==> src/rtl/game_pkg.sv <==
// Shared definitions for the character motion blocks: vertical state
// encoding, screen/sprite geometry and collision flag bit positions.
package game_pkg;

  typedef enum logic [1:0] {
    ST_GROUND = 2'b00,
    ST_RISE   = 2'b01,
    ST_FALL   = 2'b10
  } vstate_e;

  localparam int SCREEN_W = 640;
  localparam int SCREEN_H = 480;
  localparam int SPRITE_W = 47;
  localparam int SPRITE_H = 41;

  // Largest top-left coordinate that keeps the whole sprite on screen.
  localparam logic [9:0] X_MAX_DEF = 10'(SCREEN_W - SPRITE_W);
  localparam logic [8:0] Y_MAX_DEF = 9'(SCREEN_H - SPRITE_H);

  // Bit positions inside the 4-bit collision vector.
  localparam int COL_DOWN  = 0;
  localparam int COL_UP    = 1;
  localparam int COL_RIGHT = 2;
  localparam int COL_LEFT  = 3;

endpackage

==> src/rtl/blue_vmotion.sv <==
// Vertical motion of the blue character: grounded/rising/falling FSM with
// jump launch, gravity, terminal speed and screen-edge clamping.
module blue_vmotion
  import game_pkg::*;
#(
  parameter logic [8:0] Y_INIT = 9'd300,
  parameter logic [3:0] JUMP_V = 4'd8,
  parameter logic [3:0] GRAV   = 4'd1,
  parameter logic [3:0] V_MAX  = 4'd8,
  parameter logic [8:0] Y_MAX  = Y_MAX_DEF
)(
  input  logic       clk,
  input  logic       rst_n,
  input  logic       i_tick,
  input  logic       i_key_jump,
  input  logic       i_armed,
  input  logic [3:0] i_col,
  output logic [8:0] o_y,
  output logic [1:0] o_state,
  output logic [3:0] o_vy,
  output logic       o_launch
);

  vstate_e     r_state;
  logic [8:0]  r_y;
  logic [3:0]  r_vy;

  logic        w_can_jump;
  logic [9:0]  w_y_up;
  logic [9:0]  w_y_dn;
  logic [4:0]  w_vy_inc;
  logic [3:0]  w_vy_fall;
  logic        w_hit_top;
  logic        w_hit_bot;

  // Jump needs ground contact, a fresh press and headroom.
  assign w_can_jump = (r_state == ST_GROUND) & i_key_jump & i_armed & ~i_col[COL_UP];
  assign o_launch   = i_tick & w_can_jump;

  // 10-bit y math: the borrow out of the subtract flags y < vy, and the
  // extra carry bit lets the downward sum be compared before clamping.
  assign w_y_up    = {1'b0, r_y} - {6'd0, r_vy};
  assign w_y_dn    = {1'b0, r_y} + {6'd0, r_vy};
  assign w_hit_top = w_y_up[9];
  assign w_hit_bot = w_y_dn >= {1'b0, Y_MAX};

  // Gravity with terminal speed while falling.
  assign w_vy_inc  = {1'b0, r_vy} + {1'b0, GRAV};
  assign w_vy_fall = (w_vy_inc > {1'b0, V_MAX}) ? V_MAX : w_vy_inc[3:0];

  // Vertical FSM; everything advances only on frame ticks.
  always_ff @(posedge clk or negedge rst_n) begin
    if (!rst_n) begin
      r_state <= ST_FALL;
      r_y     <= Y_INIT;
      r_vy    <= '0;
    end else if (i_tick) begin
      case (r_state)
        ST_GROUND: begin
          if (w_can_jump) begin
            r_state <= ST_RISE;
            r_vy    <= JUMP_V;
          end else if (!i_col[COL_DOWN]) begin
            // Walked off a ledge: start falling from rest.
            r_state <= ST_FALL;
            r_vy    <= '0;
          end
        end
        ST_RISE: begin
          if (i_col[COL_UP] || (r_vy == '0)) begin
            r_state <= ST_FALL;
            r_vy    <= '0;
          end else if (w_hit_top) begin
            r_y     <= '0;
            r_state <= ST_FALL;
            r_vy    <= '0;
          end else begin
            r_y  <= w_y_up[8:0];
            r_vy <= r_vy - GRAV;
          end
        end
        ST_FALL: begin
          // Floor contact takes priority over any head flag.
          if (i_col[COL_DOWN]) begin
            r_state <= ST_GROUND;
            r_vy    <= '0;
          end else if (w_hit_bot) begin
            r_y     <= Y_MAX;
            r_state <= ST_GROUND;
            r_vy    <= '0;
          end else begin
            r_y  <= w_y_dn[8:0];
            r_vy <= w_vy_fall;
          end
        end
        default: begin
          r_state <= ST_FALL;
          r_vy    <= '0;
        end
      endcase
    end
  end

  assign o_y     = r_y;
  assign o_state = r_state;
  assign o_vy    = r_vy;

endmodule

==> src/rtl/blue_motion.sv <==
// Blue character motion controller: horizontal walking with wall and
// screen-edge limits, jump arming, and the vertical FSM sub-block.
module blue_motion
  import game_pkg::*;
#(
  parameter logic [9:0] X_INIT = 10'd100,
  parameter logic [8:0] Y_INIT = 9'd300,
  parameter logic [9:0] STEP_X = 10'd2,
  parameter logic [3:0] JUMP_V = 4'd8,
  parameter logic [3:0] GRAV   = 4'd1,
  parameter logic [3:0] V_MAX  = 4'd8,
  parameter logic [9:0] X_MAX  = X_MAX_DEF,
  parameter logic [8:0] Y_MAX  = Y_MAX_DEF
)(
  input  logic       clk,
  input  logic       rst_n,
  input  logic       tick,
  input  logic       key_left,
  input  logic       key_right,
  input  logic       key_jump,
  input  logic [3:0] is_Collision,
  output logic [9:0] x_blue,
  output logic [8:0] y_blue,
  output logic [1:0] state,
  output logic [3:0] vy
);

  logic [9:0]  r_x;
  logic        r_armed;

  logic        w_go_left;
  logic        w_go_right;
  logic [10:0] w_x_left;
  logic [10:0] w_x_right;
  logic        w_launch;

  // Exactly one direction key, and that side not blocked.
  assign w_go_left  = key_left & ~key_right & ~is_Collision[COL_LEFT];
  assign w_go_right = key_right & ~key_left & ~is_Collision[COL_RIGHT];

  // 11-bit x math so underflow (borrow bit) and overrun are visible.
  assign w_x_left  = {1'b0, r_x} - {1'b0, STEP_X};
  assign w_x_right = {1'b0, r_x} + {1'b0, STEP_X};

  // Horizontal position, saturating at both screen edges.
  always_ff @(posedge clk or negedge rst_n) begin
    if (!rst_n) begin
      r_x <= X_INIT;
    end else if (tick) begin
      if (w_go_left) begin
        r_x <= w_x_left[10] ? 10'd0 : w_x_left[9:0];
      end else if (w_go_right) begin
        r_x <= (w_x_right > {1'b0, X_MAX}) ? X_MAX : w_x_right[9:0];
      end
    end
  end

  // Jump arming: a release re-arms, a launch consumes the arm, so a held
  // key yields only one jump.
  always_ff @(posedge clk or negedge rst_n) begin
    if (!rst_n) begin
      r_armed <= 1'b0;
    end else if (tick) begin
      if (w_launch)       r_armed <= 1'b0;
      else if (!key_jump) r_armed <= 1'b1;
    end
  end

  blue_vmotion #(
    .Y_INIT (Y_INIT),
    .JUMP_V (JUMP_V),
    .GRAV   (GRAV),
    .V_MAX  (V_MAX),
    .Y_MAX  (Y_MAX)
  ) u_vmotion (
    .clk        (clk),
    .rst_n      (rst_n),
    .i_tick     (tick),
    .i_key_jump (key_jump),
    .i_armed    (r_armed),
    .i_col      (is_Collision),
    .o_y        (y_blue),
    .o_state    (state),
    .o_vy       (vy),
    .o_launch   (w_launch)
  );

  assign x_blue = r_x;

endmodule

==> config.mk <==
export PLATFORM = sky130hd
export DESIGN_NAME = blue_motion
export DESIGN_NICKNAME = d
export VERILOG_FILES = /design/src/rtl/game_pkg.sv /design/src/rtl/blue_vmotion.sv /design/src/rtl/blue_motion.sv
export SDC_FILE = /design/constraint.sdc
export NUM_CORES = 1
export LEC_CHECK = 0
export ABC_AREA = 1
export CAP_MARGIN = 20
export CORE_ASPECT_RATIO = 1.1
export CORE_MARGIN = 2
export CORE_UTILIZATION = 45
export CTS_CLUSTER_SIZE = 24
export DETAILED_ROUTE_END_ITERATION = 10
export GPL_TIMING_DRIVEN = 0
export PLACE_DENSITY = 0.8
export SYNTH_ARGS = -nofsm -noshare
export SYNTH_HDL_FRONTEND = slang
export SYNTH_HIERARCHICAL = 1
export SYNTH_SLANG_ARGS = --single-unit
==> constraint.sdc <==
create_clock -name clk -period 1.95 [get_ports clk]
set_input_delay 0.195 -clock clk [delete_from_list [all_inputs] [get_ports clk]]
set_output_delay 0.195 -clock clk [all_outputs]
set_load 0.05 [all_outputs]
After elaboration in Yosys (flattened, before gate mapping)
Cells that the tools add are included.
{"block": "classes", "addsub": 6, "magnitude_cmp": 3, "n_eq_ne": 8, "mux": 26, "bitwise": 13, "n_reduce_logical": 10}
{"cell": "2-to-1 mux 10 bit", "count": 4}
{"cell": "2-to-1 mux 9 bit", "count": 4}
{"cell": "2-to-1 mux 4 bit", "count": 7}
{"cell": "case mux 9 bit (2 select lines)", "count": 1}
{"cell": "2-to-1 mux 2 bit", "count": 6}
{"cell": "case mux 4 bit (3 select lines)", "count": 1}
{"cell": "adder 10 x 2 -> 11 bit, second input constant", "count": 1}
{"cell": "> comparator 11 x 10 -> 1 bit, second input constant", "count": 1}
{"cell": "subtractor 10 x 2 -> 11 bit, second input constant", "count": 1}
{"cell": "adder 9 x 4 -> 10 bit", "count": 1}
{"cell": ">= comparator 10 x 9 -> 1 bit, second input constant", "count": 1}
{"cell": "subtractor 9 x 4 -> 10 bit", "count": 1}
{"cell": "AND 1 bit", "count": 8}
{"cell": "AND reduction 4 bit", "count": 2}
{"cell": "!= test 3 x 2 -> 1 bit, second input constant", "count": 2}
{"cell": "case mux 2 bit (3 select lines)", "count": 1}
{"cell": "AND reduction 2 bit", "count": 3}
{"cell": "adder 4 x 1 -> 5 bit, second input constant", "count": 1}
{"cell": "> comparator 5 x 4 -> 1 bit, second input constant", "count": 1}
{"cell": "NOT 1 bit", "count": 5}
{"cell": "zero test 4 bit", "count": 1}
{"cell": "!= test 2 bit, second input constant", "count": 2}
{"cell": "nonzero test 2 bit", "count": 2}
{"cell": "subtractor 4 x 1 -> 4 bit, second input constant", "count": 1}
{"cell": "other kinds (7)", "count": 8}
{"block": "word_totals", "ff_bits": 26, "input_bits": 10, "wordCells": 71}

Logic depth before layout (Yosys ltp)
{"block": "depth", "word_depth": 7, "ltp_mapped": 17}

Modules after synthesis
The synthesis kept the hierarchy.
{"module": "blue_vmotion", "n_inst": 1, "cells_each": 250, "area_each_um2": 1689.1}
{"module": "blue_motion", "n_inst": 1, "cells_each": 151, "area_each_um2": 982.2}

Worst setup path before layout
OpenSTA, ideal clock, no wires.
{"block": "synth_path", "kind": "flip-flop to flip-flop", "from": "register u_vmotion.r_vy[0] (netlist: u_vmotion/o_vy[0])", "to": "register u_vmotion.r_y[0] (netlist: u_vmotion/o_y[0])", "setup_time_ns": 0.113, "arrival_ns": 2.317, "required_time_ns": 1.837, "path_slack_ns": -0.479, "stages_incl_launch_ff": 16, "cell_sequence": "dfrtp_1 > ha_1 > inv_1 > fa_1 > inv_1 > nand2_1 > nand2_2 > nand2_2 > xor2_2 > o21ai_2 > nand2_2 > nand2_4 > nand2_4 > nand3_1 > nand2_1 > inv_1"}
{"block": "synth_via", "elab_chain_len": 5, "word_cells_on_any_way": 12}
{"element": "start, declared", "line_no": "blue_vmotion.sv:26", "text": "logic [3:0] r_vy;"}
{"element": "start signal, assigned", "line_no": "blue_vmotion.sv:79", "text": "r_vy <= r_vy - GRAV;"}
{"element": "start signal, assigned", "line_no": "blue_vmotion.sv:93", "text": "r_vy <= w_vy_fall;"}
{"element": "adder 9 x 4 -> 10 bit", "line_no": "blue_vmotion.sv:43", "text": "assign w_y_dn = {1'b0, r_y} + {6'd0, r_vy};"}
{"element": ">= comparator 10 x 9 -> 1 bit", "line_no": "blue_vmotion.sv:45", "text": "assign w_hit_bot = w_y_dn >= {1'b0, Y_MAX};"}
{"element": "2-to-1 mux 9 bit", "line_no": "blue_vmotion.sv:87", "text": "end else if (w_hit_bot) begin"}
{"element": "2-to-1 mux 9 bit", "line_no": "blue_vmotion.sv:84", "text": "if (i_col[COL_DOWN]) begin"}
{"element": "case mux 9 bit (2 select lines)", "line_no": "blue_vmotion.sv:58", "text": "case (r_state)"}
{"element": "end signal, assigned", "line_no": "blue_vmotion.sv:78", "text": "r_y <= w_y_up[8:0];"}
{"element": "end signal, assigned", "line_no": "blue_vmotion.sv:92", "text": "r_y <= w_y_dn[8:0];"}
{"element": "end, declared", "line_no": "blue_vmotion.sv:25", "text": "logic [8:0] r_y;"}
Several ways; a longest one is shown, not always the timed one. The select of a mux whose other input is x is not followed.
A chain may end at the register's enable or synchronous reset.

Final worst setup path
{"block": "layout_path", "from": "register u_vmotion.r_vy[0] (netlist: u_vmotion/o_vy[0])", "to": "register u_vmotion.r_state[0] (netlist: u_vmotion/o_state[0])"}
{"block": "layout_via", "elab_chain_len": 4, "word_cells_on_any_way": 10}
{"element": "adder 9 x 4 -> 10 bit or zero test 4 bit (tied branches)", "line_no": "blue_vmotion.sv:43, blue_vmotion.sv:70"}
{"element": ">= comparator 10 x 9 -> 1 bit or logical OR 1 bit (tied branches)", "line_no": "blue_vmotion.sv:45, blue_vmotion.sv:70"}
{"element": "!= test 3 x 2 -> 1 bit (no line) (tied with other cells)"}
{"element": "AND reduction 4 bit (no line) or case mux 2 bit (3 select lines) (tied branches)"}
{"element": "end signal, assigned", "line_no": "blue_vmotion.sv:54", "text": "r_state <= ST_FALL;"}
{"element": "end signal, assigned", "line_no": "blue_vmotion.sv:61", "text": "r_state <= ST_RISE;"}
{"element": "end signal, assigned", "line_no": "blue_vmotion.sv:65", "text": "r_state <= ST_FALL;"}
{"element": "end, declared", "line_no": "blue_vmotion.sv:24", "text": "vstate_e r_state;"}
Several ways; a longest one is shown, not always the timed one.

==> qor.yml <==
synthToLayoutAreaGrowth_pct: 38.4
final_area_mm2: 0.00370
routedWlPerCell_um: 14.7
rows: 29
drt-total-wl_mm: 7.92
crit_path_top_delay_cell: "dfrtp_4"
synth_top_area_share: 0.171
synth_top_area_cell: "nand2_1"
cts_hold_buf: 0
die_h_um: 84.8
post-route-period-util: 1.12
synth_area_per_cell_um2: 6.66
drc: 0
synth.net_count: 427
critPathMostFrequentCell: "nand2_1"
clk_pin_slew_ps: 100
fin_crit_ps: 2190
crit_path_start_kind: "register"
via_per_inst: 5.24
crit_arrival_ps: 2360
grt_pass1_wl_mm: 11.8
slew_headroom: 0.561
gp_congestion: 0.937
place_area_mm2: 0.00322
place.port_buffers: 34
first_iter_violations: 95
synth_cells: 401
hold_path.class: "in2async"
rsz0062_at_grt: "yes"
drv_slew: 0
ys_seq_elements: 26
cts.sinks: 26
critical-path-max-stage-delay_ps: 520
diodes: 0
maxCapViolations: 0
overflow: 0
io_pins: 35
final_cell_mix: "113 x nand2_1, 48 x inv_1, 30 x nor2_1"
dr.pass1.iters: 5
synth.lib_cells_used.distinct: 38
status: "complete, but fails checks"
layout_commonest_cell: "nand2_1"
critPathMaxFanout: 3
async_flop_share: 1.00
tightest_slew_ps: 656
totalPowerFinal_mw: 6.06
ys.flop_type: "dfrtp_1"
hpwlAfterDp_mm: 5.10
finalWorstSetupSlack_ps: -236
grt_max_degree: 18
start_util: 0.463
hold_viol: 0
numCtsBuffers: 3
synth_area_mm2: 0.00267
final_antenna_net_count: 0
ys_seq_area_frac: 0.247
reg2regPathDepth: 13
core-area_mm2: 0.00577
dieArea_mm2: 0.00657
grt_antenna_before_repair: 0
crit_path_cell_trace: "ha_4 > inv_2 > fa_2 > nor2_1 > nand2_1 > nand3_1 > nand2_2 > o21ai_4 > a21oi_2 > nand2_1 > nand2_1 > nand2_1 > nand2_1"
setup_viol: 16
insertion_delay_ps: 280
power.density_mw_per_mm2: 1640
cts_tree: "built"
yosysWarnings: 6
cts-htree-levels: 1
layout-drive-gt1-share: 0.319
synth_edf_count: 0
num_vias: 2821
gr-usage-all-layers: 0.225
cts_max_path_buffers: 2
p_leak_nw: 1.87
violations: "setup timing"
die_x_um: 77.5
fin_skew_ps: 12.8
criticalPathCategory: "reg2reg"
synthTopCellsByArea: "nand2_1 17%, dfrtp_1 17%, inv_1 8.1%"
clockRootBuffer: "clkbuf_8"
grt_pass1_vias: 2632
fin_nets: 488
max-vdd-ir-drop_v: 0.000848
end_kind: "register"
crit_required_ps: 2120
timing.fmax_mhz: 458
==> cells by family (layout without fill, tap and decap cells) <==
| logic type | Yosys count | in the layout | share of synthesized area |
|---|---|---|---|
| AND/OR/NAND/NOR | 231 | 231 | 0.405 |
| buffers and inverters | 70 | 130 | 0.108 |
| adder cells (fa/ha/maj) | 16 | 16 | 0.0806 |
| XOR/XNOR | 20 | 20 | 0.0684 |
| flip-flops | 26 | 26 | 0.247 |
| AO/OA/AOI/OAI | 38 | 38 | 0.0909 |
==> critical path, delay by kind of cell (launching register included) <==
family	cells	cell delay, ps
compound gates	2	280
fa+ha+maj	2	590
buf+inv	1	50
simple gates	8	630
flops	1	520
==> worst paths after layout <==
path,start,to,slack (ps)
max,u_vmotion/o_vy[0]$_DFFE_PN0P_,u_vmotion/o_state[0]$_DFFE_PN0P_,-240
min,rst_n,u_vmotion/o_y[4]$_DFFE_PN0P_,300
max reg2reg,u_vmotion/o_vy[0]$_DFFE_PN0P_,u_vmotion/o_state[0]$_DFFE_PN0P_,-240
min reg2reg,u_vmotion/o_state[1]$_DFFE_PN1P_,u_vmotion/o_state[1]$_DFFE_PN1P_,540
max in group asynchronous,rst_n,x_blue[6]$_DFFE_PN1P_,1050
min in group clk,u_vmotion/o_state[1]$_DFFE_PN1P_,u_vmotion/o_state[1]$_DFFE_PN1P_,540
==> registers in the layout, summed over array words and instances (netlist names) <==
name	cells
u_vmotion/o_y	9
r_armed	1
x_blue	10
u_vmotion/o_vy	4
u_vmotion/o_state	2
==> routing by layer <==
| metal | up-vias | track usage | part of all wire |
|---|---|---|---|
| met1 | 1310 | 0.258 | 0.37 |
| met2 | 109 | 0.425 | 0.54 |
| met3 | 30 | 0.0226 | 0.047 |
| li1 | 1372 | - | - |
| met5 | - | 0 | 0 |
| met4 | 0 | 0.0860 | 0.040 |
==> power breakdown <==
| group | switching, mW | internal [mW] |
|---|---|---|
| clock network | 0.187 | 0.181 |
| registers | 0.380 | 0.814 |
| logic | 2.79 | 1.71 |
| total | 3.35 | 2.71 |
==> what timing repair did <==
| action | in CTS | in global routing |
|---|---|---|
| setup endpoints to repair | 23 | 25 |
| setup buffers | 16 | 5 |
| cloned | 0 | 1 |
| gates resized for setup | 21 | 52 |
| pin swaps | 18 | 22 |
==> cell type report <==
| cell class | count | area [um2] |
|---|---|---|
| buffer | 6 | 56.3 |
| clock buffer | 4 | 55.1 |
| fill | 495 | 2070 |
| inverter | 63 | 251 |
| multi-input combinational | 305 | 2020 |
| sequential | 26 | 676 |
| tap | 77 | 96.3 |
| timing repair buffer | 57 | 542 |
==> Yosys cell counts (5+ instances only) <==
| master | instances |
|---|---|
| nand3_1 | 31 |
| dfstp_2 | 8 |
| nand4_1 | 9 |
| xor2_1 | 15 |
| nor2_1 | 35 |
| nor2_4 | 5 |
| inv_1 | 58 |
| ha_1 | 14 |
| dfrtp_1 | 18 |
| nand2_2 | 11 |
| nand2_1 | 122 |
| inv_2 | 5 |
| a21oi_1 | 17 |
==> metrics by stage <==
stage / setup slack [ps] / setup TNS [ps] / hold slack (ps) / util / cells
2_1_floorplan: -282 / -2910 / -101 / - / 401
3_3_place_gp: -343 / -3890 / 493 / 0.553 / 512
3_5_place_dp: -390 / -4550 / 493 / 0.558 / 513
4_1_cts: -249 / -2850 / 313 / 0.596 / 532
5_1_grt: -353 / -5330 / 330 / 0.641 / 538
6_report: -236 / -3030 / 303 / 0.641 / 538
Note: power is estimated with default switching activity, not from simulation.
